$ cat src/rtl/sram_port_arbiter.sv
// sram_port_arbiter
//   Two-requester front end for the 64x4 SRAM22 macro (sram22_64x4m4w2).
//   Round-robin arbitration between req0 and req1, one grant per cycle,
//   macro pins driven combinationally from the granted request, read data
//   returned to the requester that issued the read one cycle after its grant.
//
//   Optional build macro: SRAM_ARB_SCRUB_EN
//     When defined, every reset is followed by a scrub pass that writes zero
//     to all RAM_DEPTH words before requests are accepted.
//
// Handshake: a request transfers in the cycle where reqN_valid && reqN_ready.
//   reqN_ready is a combinational function of both valids, the FSM state and
//   the round-robin pointer; it never depends on anything else. A requester
//   holds we/wmask/addr/din stable while valid and not ready. Read responses
//   (rspN_valid/rspN_rdata) have no backpressure.
//
// Ports:
//   clock, reset_n          clock and synchronous active-low reset
//   reqN_valid/ready        request handshake, N = 0,1
//   reqN_we/wmask/addr/din  request fields (we=1 write, 0 read)
//   rspN_valid/rdata        read response for requester N
//   sram_we/wmask/addr/din  to macro
//   sram_dout               from macro
//   busy                    high while not accepting requests (reset/scrub)
//   state_dbg               current FSM state encoding
module sram_port_arbiter #(
    parameter int DATA_WIDTH  = 4,
    parameter int ADDR_WIDTH  = 6,
    parameter int WMASK_WIDTH = 2,
    parameter int RAM_DEPTH   = 1 << ADDR_WIDTH
) (
    input  logic                   clock,
    input  logic                   reset_n,
    input  logic                   req0_valid,
    output logic                   req0_ready,
    input  logic                   req0_we,
    input  logic [WMASK_WIDTH-1:0] req0_wmask,
    input  logic [ADDR_WIDTH-1:0]  req0_addr,
    input  logic [DATA_WIDTH-1:0]  req0_din,
    input  logic                   req1_valid,
    output logic                   req1_ready,
    input  logic                   req1_we,
    input  logic [WMASK_WIDTH-1:0] req1_wmask,
    input  logic [ADDR_WIDTH-1:0]  req1_addr,
    input  logic [DATA_WIDTH-1:0]  req1_din,
    output logic                   rsp0_valid,
    output logic [DATA_WIDTH-1:0]  rsp0_rdata,
    output logic                   rsp1_valid,
    output logic [DATA_WIDTH-1:0]  rsp1_rdata,
    output logic                   sram_we,
    output logic [WMASK_WIDTH-1:0] sram_wmask,
    output logic [ADDR_WIDTH-1:0]  sram_addr,
    output logic [DATA_WIDTH-1:0]  sram_din,
    input  logic [DATA_WIDTH-1:0]  sram_dout,
    output logic                   busy,
    output logic [1:0]             state_dbg
);

    // ST_RESET is the one cycle following a sampled reset; it exists so the
    // outputs are quiet for that cycle regardless of what comes next.
    typedef enum logic [1:0] {
        ST_RESET = 2'd0,
`ifdef SRAM_ARB_SCRUB_EN
        ST_SCRUB = 2'd1,
`endif
        ST_RUN   = 2'd2
    } state_t;

    state_t state, state_nxt;

    logic                  rr_ptr;     // 0 favours req0, 1 favours req1
    logic                  gnt0, gnt1;
    logic                  run;
    logic [ADDR_WIDTH-1:0] addr_q;     // last address driven to the macro
    logic [DATA_WIDTH-1:0] din_q;      // last data driven to the macro
    logic                  pend0, pend1;
    logic [DATA_WIDTH-1:0] rdata0_q, rdata1_q;

`ifdef SRAM_ARB_SCRUB_EN
    localparam logic [ADDR_WIDTH:0] SCRUB_LAST = (ADDR_WIDTH+1)'(RAM_DEPTH - 1);
    logic [ADDR_WIDTH:0] scrub_cnt;
`endif

    // ---------------- FSM ----------------
    always_ff @(posedge clock) begin
        if (!reset_n) state <= ST_RESET;
        else          state <= state_nxt;
    end

    always_comb begin
        state_nxt = state;
        case (state)
`ifdef SRAM_ARB_SCRUB_EN
            ST_RESET: state_nxt = ST_SCRUB;
            ST_SCRUB: if (scrub_cnt == SCRUB_LAST) state_nxt = ST_RUN;
`else
            ST_RESET: state_nxt = ST_RUN;
`endif
            ST_RUN:   state_nxt = ST_RUN;
            default:  state_nxt = ST_RESET;
        endcase
    end

`ifdef SRAM_ARB_SCRUB_EN
    // Counter is held at 0 outside SCRUB so a reset mid-scrub restarts at 0.
    always_ff @(posedge clock) begin
        if (!reset_n || state != ST_SCRUB) scrub_cnt <= '0;
        else                               scrub_cnt <= scrub_cnt + 1'b1;
    end
`endif

    // ---------------- arbitration ----------------
    assign run  = (state == ST_RUN);
    assign gnt0 = run && req0_valid && (!req1_valid || !rr_ptr);
    assign gnt1 = run && req1_valid && (!req0_valid ||  rr_ptr);

    assign req0_ready = gnt0;
    assign req1_ready = gnt1;

    // After any grant, favour the requester that was not served.
    always_ff @(posedge clock) begin
        if (!reset_n)  rr_ptr <= 1'b0;
        else if (gnt0) rr_ptr <= 1'b1;
        else if (gnt1) rr_ptr <= 1'b0;
    end

    // ---------------- macro pins ----------------
    always_comb begin
        sram_we    = 1'b0;
        sram_wmask = '0;
        sram_addr  = addr_q;
        sram_din   = din_q;
        if (gnt0) begin
            sram_we    = req0_we;
            sram_wmask = req0_we ? req0_wmask : '0;
            sram_addr  = req0_addr;
            sram_din   = req0_din;
        end else if (gnt1) begin
            sram_we    = req1_we;
            sram_wmask = req1_we ? req1_wmask : '0;
            sram_addr  = req1_addr;
            sram_din   = req1_din;
        end
`ifdef SRAM_ARB_SCRUB_EN
        if (state == ST_SCRUB) begin
            sram_we    = 1'b1;
            sram_wmask = '1;
            sram_addr  = scrub_cnt[ADDR_WIDTH-1:0];
            sram_din   = '0;
        end
`endif
    end

    always_ff @(posedge clock) begin
        if (!reset_n) begin
            addr_q <= '0;
            din_q  <= '0;
        end else begin
            addr_q <= sram_addr;
            din_q  <= sram_din;
        end
    end

    // ---------------- read responses ----------------
    // The macro presents read data the cycle after it samples the address,
    // so a one-cycle pending flag per requester steers sram_dout back.
    always_ff @(posedge clock) begin
        if (!reset_n) begin
            pend0    <= 1'b0;
            pend1    <= 1'b0;
            rdata0_q <= '0;
            rdata1_q <= '0;
        end else begin
            pend0 <= gnt0 && !req0_we;
            pend1 <= gnt1 && !req1_we;
            if (pend0) rdata0_q <= sram_dout;
            if (pend1) rdata1_q <= sram_dout;
        end
    end

    assign rsp0_valid = pend0;
    assign rsp1_valid = pend1;
    assign rsp0_rdata = pend0 ? sram_dout : rdata0_q;
    assign rsp1_rdata = pend1 ? sram_dout : rdata1_q;

    assign busy      = !run;
    assign state_dbg = state;

endmodule

$ cat config.mk
export PLATFORM = sky130hd
export DESIGN_NAME = sram_port_arbiter
export DESIGN_NICKNAME = d
export VERILOG_FILES = /design/src/rtl/sram_port_arbiter.sv
export SDC_FILE = /design/constraint.sdc
export NUM_CORES = 1
export LEC_CHECK = 0
export BUFFER_PORTS_ARGS = -buffer_cell sky130_fd_sc_hd__buf_4
export CAP_MARGIN = 40
export CORE_MARGIN = 3
export CORE_UTILIZATION = 47
export DETAILED_ROUTE_END_ITERATION = 10
export GPL_TIMING_DRIVEN = 1
export PLACE_DENSITY = 0.91
export SLEW_MARGIN = 20
export SYNTH_ARGS = -nofsm -noshare
export SYNTH_HDL_FRONTEND = slang
export SYNTH_SLANG_ARGS = --single-unit
$ cat constraint.sdc
create_clock -name clock -period 3.3 [get_ports clock]
set_input_delay 0.495 -clock clock [delete_from_list [all_inputs] [get_ports clock]]
set_output_delay 0.495 -clock clock [all_outputs]
set_load 0.05 [all_outputs]
; ---- Word-level counts from Yosys, hierarchy flattened
; Cells that the tools add are included.
; Widths: inputs -> output; s select.
[totals]
regBits = 23
input_bits = 34
out_inout_bits = 28
elab_cells = 41
[classes]
eq_ne = 1
muxes = 15
n_reduce_logical = 17
[op_table]
columns = op, n
row1 = $mux 4, 4
row2 = $mux 6, 2
row3 = $mux 2, 5
row4 = $logic_and 1x1->1, 6
row5 = $logic_not 1->1, 6
row6 = $mux 1, 4
row7 = $eq 2x2->1 const B, 1
row8 = $logic_not 2->1, 1
row9 = $logic_or 1x1->1, 2
row10 = $reduce_bool 2->1, 1
row11 = $reduce_or 2->1, 1

; ---- Depth between registers and ports, before layout
; Gate-level depths: netlist of run 1.
[logic_depth]
ltp_word = 5
mapped_depth = 4
ltp_nobuf = 3

; ---- Worst setup path after synthesis of run 1
; Ideal clock, no wire load.
[synth_path]
path_kind = input port to output port
from = in req0_valid
to = out sram_wmask[0]
t_arrival_ns = 2.004
required_time_ns = 2.805
slack_ns = 0.801
stages = 3
path_buffers = 0
path_cell_list = and2b_1 -> nor2_1 -> a32o_1
[synth_between]
elab_chain_len = 5
elab_cells_between_ends = 7
classes_between = mux: 2 / reduce/logical: 5
[synth_rtl]
columns = item, line_no
row1 = start: declaration, 34  ; input logic req0_valid,
row2 = $logic_not 1->1, 115  ; assign gnt1 = run && req1_valid && (!req0_valid || rr_ptr);
row3 = $logic_or 1x1->1, 115
row4 = $logic_and 1x1->1, 115
row5 = net req1_ready, 41  ; output logic req1_ready,
row6 = $mux 2, 138  ; end else if (gnt1) begin
row7 = $mux 2, 133  ; if (gnt0) begin
row8 = end: declaration, 51  ; output logic [WMASK_WIDTH-1:0] sram_wmask,
; The timed path passes the listed nets, and every way through them passes these cells.

; ---- Worst setup path after layout of run 1
[layout_path]
from = reg rr_ptr
to = out sram_din[3]
[layout_between]
elab_chain_len = 4
elab_cells_between_ends = 7
classes_between = mux: 2 / reduce/logical: 5
[layout_rtl]
columns = item, line_no
row1 = start: declaration, 71  ; logic rr_ptr;
row2 = start signal: assignment, 122  ; if (!reset_n) rr_ptr <= 1'b0;
row3 = start signal: assignment, 123  ; else if (gnt0) rr_ptr <= 1'b1;
row4 = start signal: assignment, 124  ; else if (gnt1) rr_ptr <= 1'b0;
row5 = $logic_or 1x1->1 / $logic_not 1->1 (equally long branches), "115, 114"
row6 = $logic_and 1x1->1 / $logic_or 1x1->1 (equally long branches), "115, 114"
row7 = $mux 4 / $logic_and 1x1->1 (equally long branches), "138, 114"
row8 = $mux 4 *, 133
row9 = end: declaration, 53  ; output logic [DATA_WIDTH-1:0] sram_din,
; Every way passes the cells marked *; elsewhere a longest branch is shown, timed or not.

==> metrics.csv, run 1 <==
stage,metric,value,unit
worst_setup_path,path_cells,and2_1 > or2_1 > a31oi_1 > buf_4,
power_and_ir_drop,p_sw_share,33.1,%
logic_synthesis,synth_area_leader_cell,dfxtp_1,
clocking,cts-resized-gates,0,
logic_synthesis,syn_nets,153,
layout,final_nets,207,
power_and_ir_drop,comb_power_share,31.8,%
layout,antenna_cells,0,
placed_design,dp_hpwl,2.33,mm
logic_synthesis,synthCells,119,
layout,fin_cells,200,
worst_setup_path,cp-end-kind,output port,
timing,setup_violations,0,
floorplanning,start_util,50.4,%
global_route,grt_first_pass_wirelength,4.48,mm
clocking,cts.sinks,22,
logic_synthesis,yosysUniqueCellTypes,27,
flow_run,maxCapViolCount,0,
timing,max-slew-margin-rel,44.6,%
worst_setup_path,startpoint_type,register,
drt,drtAntennaViolNets,0,
power_and_ir_drop,p_sw,239,uW
clocking,cts_tree,built,
worst_setup_path,path_class,reg -> out,
power_and_ir_drop,p_int,483,uW
floorplanning,die_w,54.9,um
timing,final_max_slew_viol_count,0,
global_route,grt_pass1_vias,1008,
worst_setup_path,cpMaxStageDelayCell,or2_1,
clocking,cts_buffers,3,
clocking,clk_pin_slew,0.13,ns
global_route,grt_remaining_overflow,0,
drt,num_vias,1141,
timing,skew,0.00907,ns
clocking,hold_buffers,0,
logic_synthesis,synthTopCellsByArea,"dfxtp_1 39%, a311oi_2 11%, mux2_2 8.0%, a31oi_1 5.6%, and2_1 5.6%",
clocking,root_buffer,clkbuf_4,
logic_synthesis,seq_area_frac_synth,39.2,%
worst_setup_path,cp_data_arrival_time,2.28,ns
logic_synthesis,yosys_warnings,0,
placed_design,dp.cells,196,
floorplanning,fp.dieArea,3020,um^2
power_and_ir_drop,p_per_area,454,nW/um^2
power_and_ir_drop,pwr-share-clk,28.7,%
drt,viasPerCell,5.71,
placed_design,port_buffers,60,
timing,rsz0062_at_grt,false,
floorplanning,coreArea,2230,um^2
clocking,cts_setup_buffers,0,
clocking,cts_max_path_buffers,2,
drt,drt-pass1-iter-count,4,
layout,design_area,1590,um^2
clocking,clk_latency,0.31,ns
power_and_ir_drop,p_leak,0.697,nW
global_route,grt_max_degree,23,
drt,dr.first_iter.drc_count,18,
timing,fin_tns_setup,0,ns
timing,fin_crit,2.78,ns
floorplanning,row_count,17,
timing,whs,0.334,ns
status,status,completed,
drt,drc,0,
floorplanning,ios,62,
power_and_ir_drop,power.share.sequential,39.5,%
worst_setup_path,path_max_fanout,22,
timing,hold_violations,0,
layout,synthToLayoutAreaGrowth,41.5,%
layout,layout-drive-gt1-share,47.1,%
worst_setup_path,critPathRequiredTime,2.80,ns
power_and_ir_drop,vdd.ir_drop.worst,0.293,mV
timing,finalCritPeriodShare,84.2,%
logic_synthesis,syn_area,1120,um^2
clocking,h-tree-depth,1,
global_route,antenna_found_initial,0,
global_route,track_usage,20.8,%
worst_setup_path,max_stage_delay,0.72,ns
worst_hold_path,hold_path.class,in -> reg,
timing,worstMarginPinSlew,0.831,ns
drt,post_drt_wl_per_cell,15.4,um
placed_design,gp_congestion,0.760,
logic_synthesis,ys_ff_latch,22,
floorplanning,die_y,54.9,um
timing,fmax,360,MHz
logic_synthesis,postSynthAreaPerCell,9.45,um^2
logic_synthesis,synth_top_area_share,39.2,%
drt,wirelength,3.08,mm
placed_design,placedInstanceArea,1540,um^2
## registers in the layout (all words and copies together), names as in the netlist
name	flops
state_dbg	1
din_q	4
addr_q	6
rdata0_q	4
rdata1_q	4
rr_ptr	1
rsp1_valid	1
rsp0_valid	1
## placed cells by master, fill, tap and decap left out, drive strengths merged
cell type  count
buf           60
dfxtp         22
nor3          11
and2          10
nand3         10
a31oi         10
o21ai         10
a311oi        10
mux2           8
inv            3
clkbuf         3
nand2          2
a32o           2
or2            1
and2b          1
nor2           1
nor3b          1
nand2b         1
a21o           1
nor4           1
a21oi          1
a211oi         1
conb           1
bufinv         1
## cell families (layout without fill, tap and decap cells)
logic type / Yosys count / in the layout / share of synthesized area, %
flip-flops: 22 / 22 / 39.2
other: 1 / 1 / 0.333
multiplexers: 8 / 8 / 8.01
buffers and inverters: 14 / 67 / 7.34
AO/OA/AOI/OAI: 35 / 35 / 25.8
AND/OR/NAND/NOR: 39 / 39 / 19.4
## final timing paths
kind | start | endpoint | slack (ns) | depth (start not counted)
setup reg to reg | rr_ptr | addr_q[0] | 1.40 | 3
setup / recovery | rr_ptr | sram_din[3] | 0.52 | 4
hold reg to reg | rr_ptr | rr_ptr | 0.52 | 1
hold / removal | req0_we | rsp0_valid | 0.33 | 2
## routing by layer
metal	share of wire (%)	GRT usage [%]	vias to the layer above	routed length (um)
li1	-	-	553	-
met1	40	23.6	531	1230
met2	50	37.8	51	1530
met3	8.3	2.95	6	255
met4	1.8	9.72	0	55
met5	0	0	-	0
## Yosys cell counts
| cell | instances |
|---|---|
| nand2_1 | 2 |
| or2_1 | 1 |
| buf_6 | 1 |
| a21o_1 | 1 |
| nand2b_1 | 1 |
| dfxtp_1 | 22 |
| a21oi_1 | 1 |
| inv_1 | 3 |
| buf_2 | 6 |
| nor3_2 | 1 |
| and2b_1 | 1 |
| nor2_1 | 1 |
| a311oi_1 | 2 |
| nor3b_1 | 1 |
| conb_1 | 1 |
| a211oi_1 | 1 |
| a32o_1 | 2 |
| nor3_1 | 10 |
| nor4_1 | 1 |
| and2_1 | 10 |
| buf_4 | 4 |
| mux2_2 | 8 |
| o21ai_1 | 9 |
| nand3_1 | 10 |
| a311oi_2 | 8 |
| a31oi_1 | 10 |
| o21ai_0 | 1 |
## power groups by stage
| stage | clock, mW | sequential, mW | combinational, mW |
|---|---|---|---|
| finish | 0.207 | 0.285 | 0.230 |
| global route | 0.219 | 0.286 | 0.243 |
| CTS | 0.210 | 0.285 | 0.230 |
| detailed placement | 0 | 0.291 | 0.229 |
| global placement | 0 | 0.290 | 0.226 |
| floorplan | 0 | 0.291 | 0.155 |
## worst max-delay path, delay by kind of cell, from the launching register on
kind / cells / cell delay, ns
compound gates: 1 / 0.20
flops: 1 / 0.40
simple gates: 2 / 1.13
buf+inv: 1 / 0.25
## metrics by stage
step	total power, mW	setup WS, ns	utilization, %
3_5_place_dp	0.520	0.731	68.9
3_3_place_gp	0.516	0.768	68.9
5_1_grt	0.748	0.376	71.3
2_1_floorplan	0.446	0.801	-
6_report	0.722	0.520	71.3
4_1_cts	0.725	0.559	71.3
## final cells by class
type                    instances  area (um^2)
clock buffers                   3         22.5
repair buffers                 60          450
multi-input cells              83          602
flip-flops and latches         22          440
clock inverters                 1         30.0
inverters                       3         11.3
well taps                      28         35.0
fillers                       172          642
No activity file was read; power rests on OpenSTA's default activity.
==> run 2: changes to the inputs <==
- CORE_UTILIZATION: 47 -> 43
- PLACE_DENSITY: 0.91 -> 0.85
- clock period: 3.3 -> 2.85 ns (I/O delays scaled with it)
==> metrics.csv, run 2 (synthesis gave the netlist of run 1 again) <==
stage,metric,value,unit
global_route,grt_remaining_overflow,0,
drt,num_vias,1164,
timing,max-slew-margin-rel,61.3,%
floorplanning,die_w,57.1,um
clocking,clk_pin_slew,0.11,ns
worst_setup_path,r2r-start,rr_ptr,
layout,layout-drive-gt1-share,47.7,%
worst_hold_path,hold_path.class,in -> reg,
worst_setup_path,startpoint_type,register,
drt,post_drt_wl_per_cell,15.1,um
timing,setup_violations,0,
layout,fin_cells,200,
clocking,h-tree-depth,1,
global_route,antenna_found_initial,0,
floorplanning,ios,62,
drt,drt-pass1-iter-count,4,
layout,regMostFlops,addr_q,
clocking,cts_tree,built,
timing,fmax,405,MHz
worst_setup_path,critPathRequiredTime,2.42,ns
floorplanning,fp.dieArea,3270,um^2
power_and_ir_drop,p_leak,0.688,nW
drt,viasPerCell,5.82,
global_route,grt_first_pass_wirelength,4.91,mm
global_route,grt_max_degree,23,
worst_setup_path,reg2regPathDepth,3,
clocking,clk_latency,0.30,ns
worst_setup_path,max_stage_delay,0.50,ns
worst_setup_path,r2r_end,addr_q[3],
clocking,cts.sinks,22,
floorplanning,row_count,17,
timing,worstMarginPinSlew,0.580,ns
drt,dr.first_iter.drc_count,32,
worst_setup_path,cp-end-kind,output port,
clocking,cts_max_path_buffers,2,
clocking,cts_buffers,3,
floorplanning,start_util,48.1,%
layout,final_nets,208,
global_route,track_usage,18.6,%
layout,final_common_cell,buf_4,
layout,largest_reg_flops,6,
timing,fin_tns_setup,0,ns
placed_design,gp_congestion,0.802,
timing,final_max_slew_viol_count,0,
worst_setup_path,path_class,reg -> out,
layout,synthToLayoutAreaGrowth,39.5,%
power_and_ir_drop,vdd.ir_drop.worst,0.353,mV
placed_design,dp.cells,197,
floorplanning,die_y,57.1,um
layout,antenna_cells,0,
clocking,root_buffer,clkbuf_4,
placed_design,dp_hpwl,2.28,mm
worst_setup_path,r2r_setup_slack,1.20,ns
floorplanning,coreArea,2340,um^2
worst_setup_path,cp_data_arrival_time,2.04,ns
drt,drtAntennaViolNets,0,
layout,final_util,67.1,%
status,status,completed,
flow_run,maxCapViolCount,0,
placed_design,port_buffers,60,
layout,nFillCells,201,
timing,finalCritPeriodShare,86.6,%
drt,drc,0,
global_route,grt_pass1_vias,1122,
worst_setup_path,crit_end,sram_addr[1],
worst_setup_path,cpMaxStageDelayCell,or2_2,
layout,final_cell_mix,"61 x buf_4, 22 x dfxtp_1",
drt,wirelength,3.02,mm
timing,fin_crit,2.47,ns
worst_setup_path,crit_path_start,rr_ptr,
worst_setup_path,path_cells,and2_1 > or2_2 > a31oi_1 > buf_4,
timing,hold_violations,0,
worst_setup_path,path_max_fanout,22,
timing,skew,0.00292,ns
power_and_ir_drop,p_per_area,470,nW/um^2
timing,rsz0062_at_grt,false,
-- run 2: changes by cell type in the layout (fill, tap and decap cells not counted), sizes merged --
cell / change
buf: +1
bufinv: -1
-- run 2: worst min-delay path by stage --
stage,from,to,slack [ns],cells past startpoint
floorplan,reset_n,state_dbg[1],0.46,0
global placement,rr_ptr,rr_ptr,0.49,1
detailed placement,rr_ptr,rr_ptr,0.49,1
CTS,req0_we,rsp0_valid,0.28,2
global route,req0_we,rsp0_valid,0.29,2
finish,reset_n,state_dbg[1],0.28,1
-- run 2: repair_timing --
item                                    CTS  global route
setup buffers                             0             0
endpoints found under the setup margin    0             1
hold buffers                              0             0
gates resized for setup                   0             1
-- run 2: through the flow --
step / setup slack (ns) / power [mW] / hold WS, ns / cell area [um^2]
6_report: 0.382 / 0.737 / 0.280 / 1570
4_1_cts: 0.152 / 0.741 / 0.283 / 1570
3_3_place_gp: 0.396 / 0.600 / 0.485 / 1550
3_5_place_dp: 0.386 / 0.604 / 0.494 / 1550
2_1_floorplan: 0.486 / 0.516 / 0.455 / 1120
5_1_grt: 0.288 / 0.766 / 0.287 / 1570
-- run 2: power by group --
group | switching (mW) | internal (mW) | total [mW]
logic | 0.173 | 0.0954 | 0.269
clock network | 0.0892 | 0.0494 | 0.139
registers | 0.00691 | 0.323 | 0.330
-- run 2: final cells by class --
cell class / count / area [um^2] / share of cell area, %
Clock buffer: 3 / 22.5 / 1.44
Inverter: 3 / 11.3 / 0.718
Multi-Input combinational cell: 83 / 602 / 38.4
Sequential cell: 22 / 440 / 28.1
Tap cell: 28 / 35.0 / 2.23
Timing Repair Buffer: 61 / 458 / 29.2
-- run 2: metal layers --
layer / share of wire (%) / up-vias / global-route usage, %
li1: - / 557 / -
met1: 42 / 531 / 22.3
met2: 48 / 72 / 33.1
met3: 9.6 / 4 / 4.30
met4: 0.83 / 0 / 4.97
met5: 0 / - / 0
-- run 2: worst max-delay path: cells and delay by family (launching register included) --
kind | cells | cell delay (ns)
AND/OR/NAND/NOR | 2 | 0.91
buffers and inverters | 1 | 0.23
AO/OA/AOI/OAI | 1 | 0.18
flip-flops | 1 | 0.42
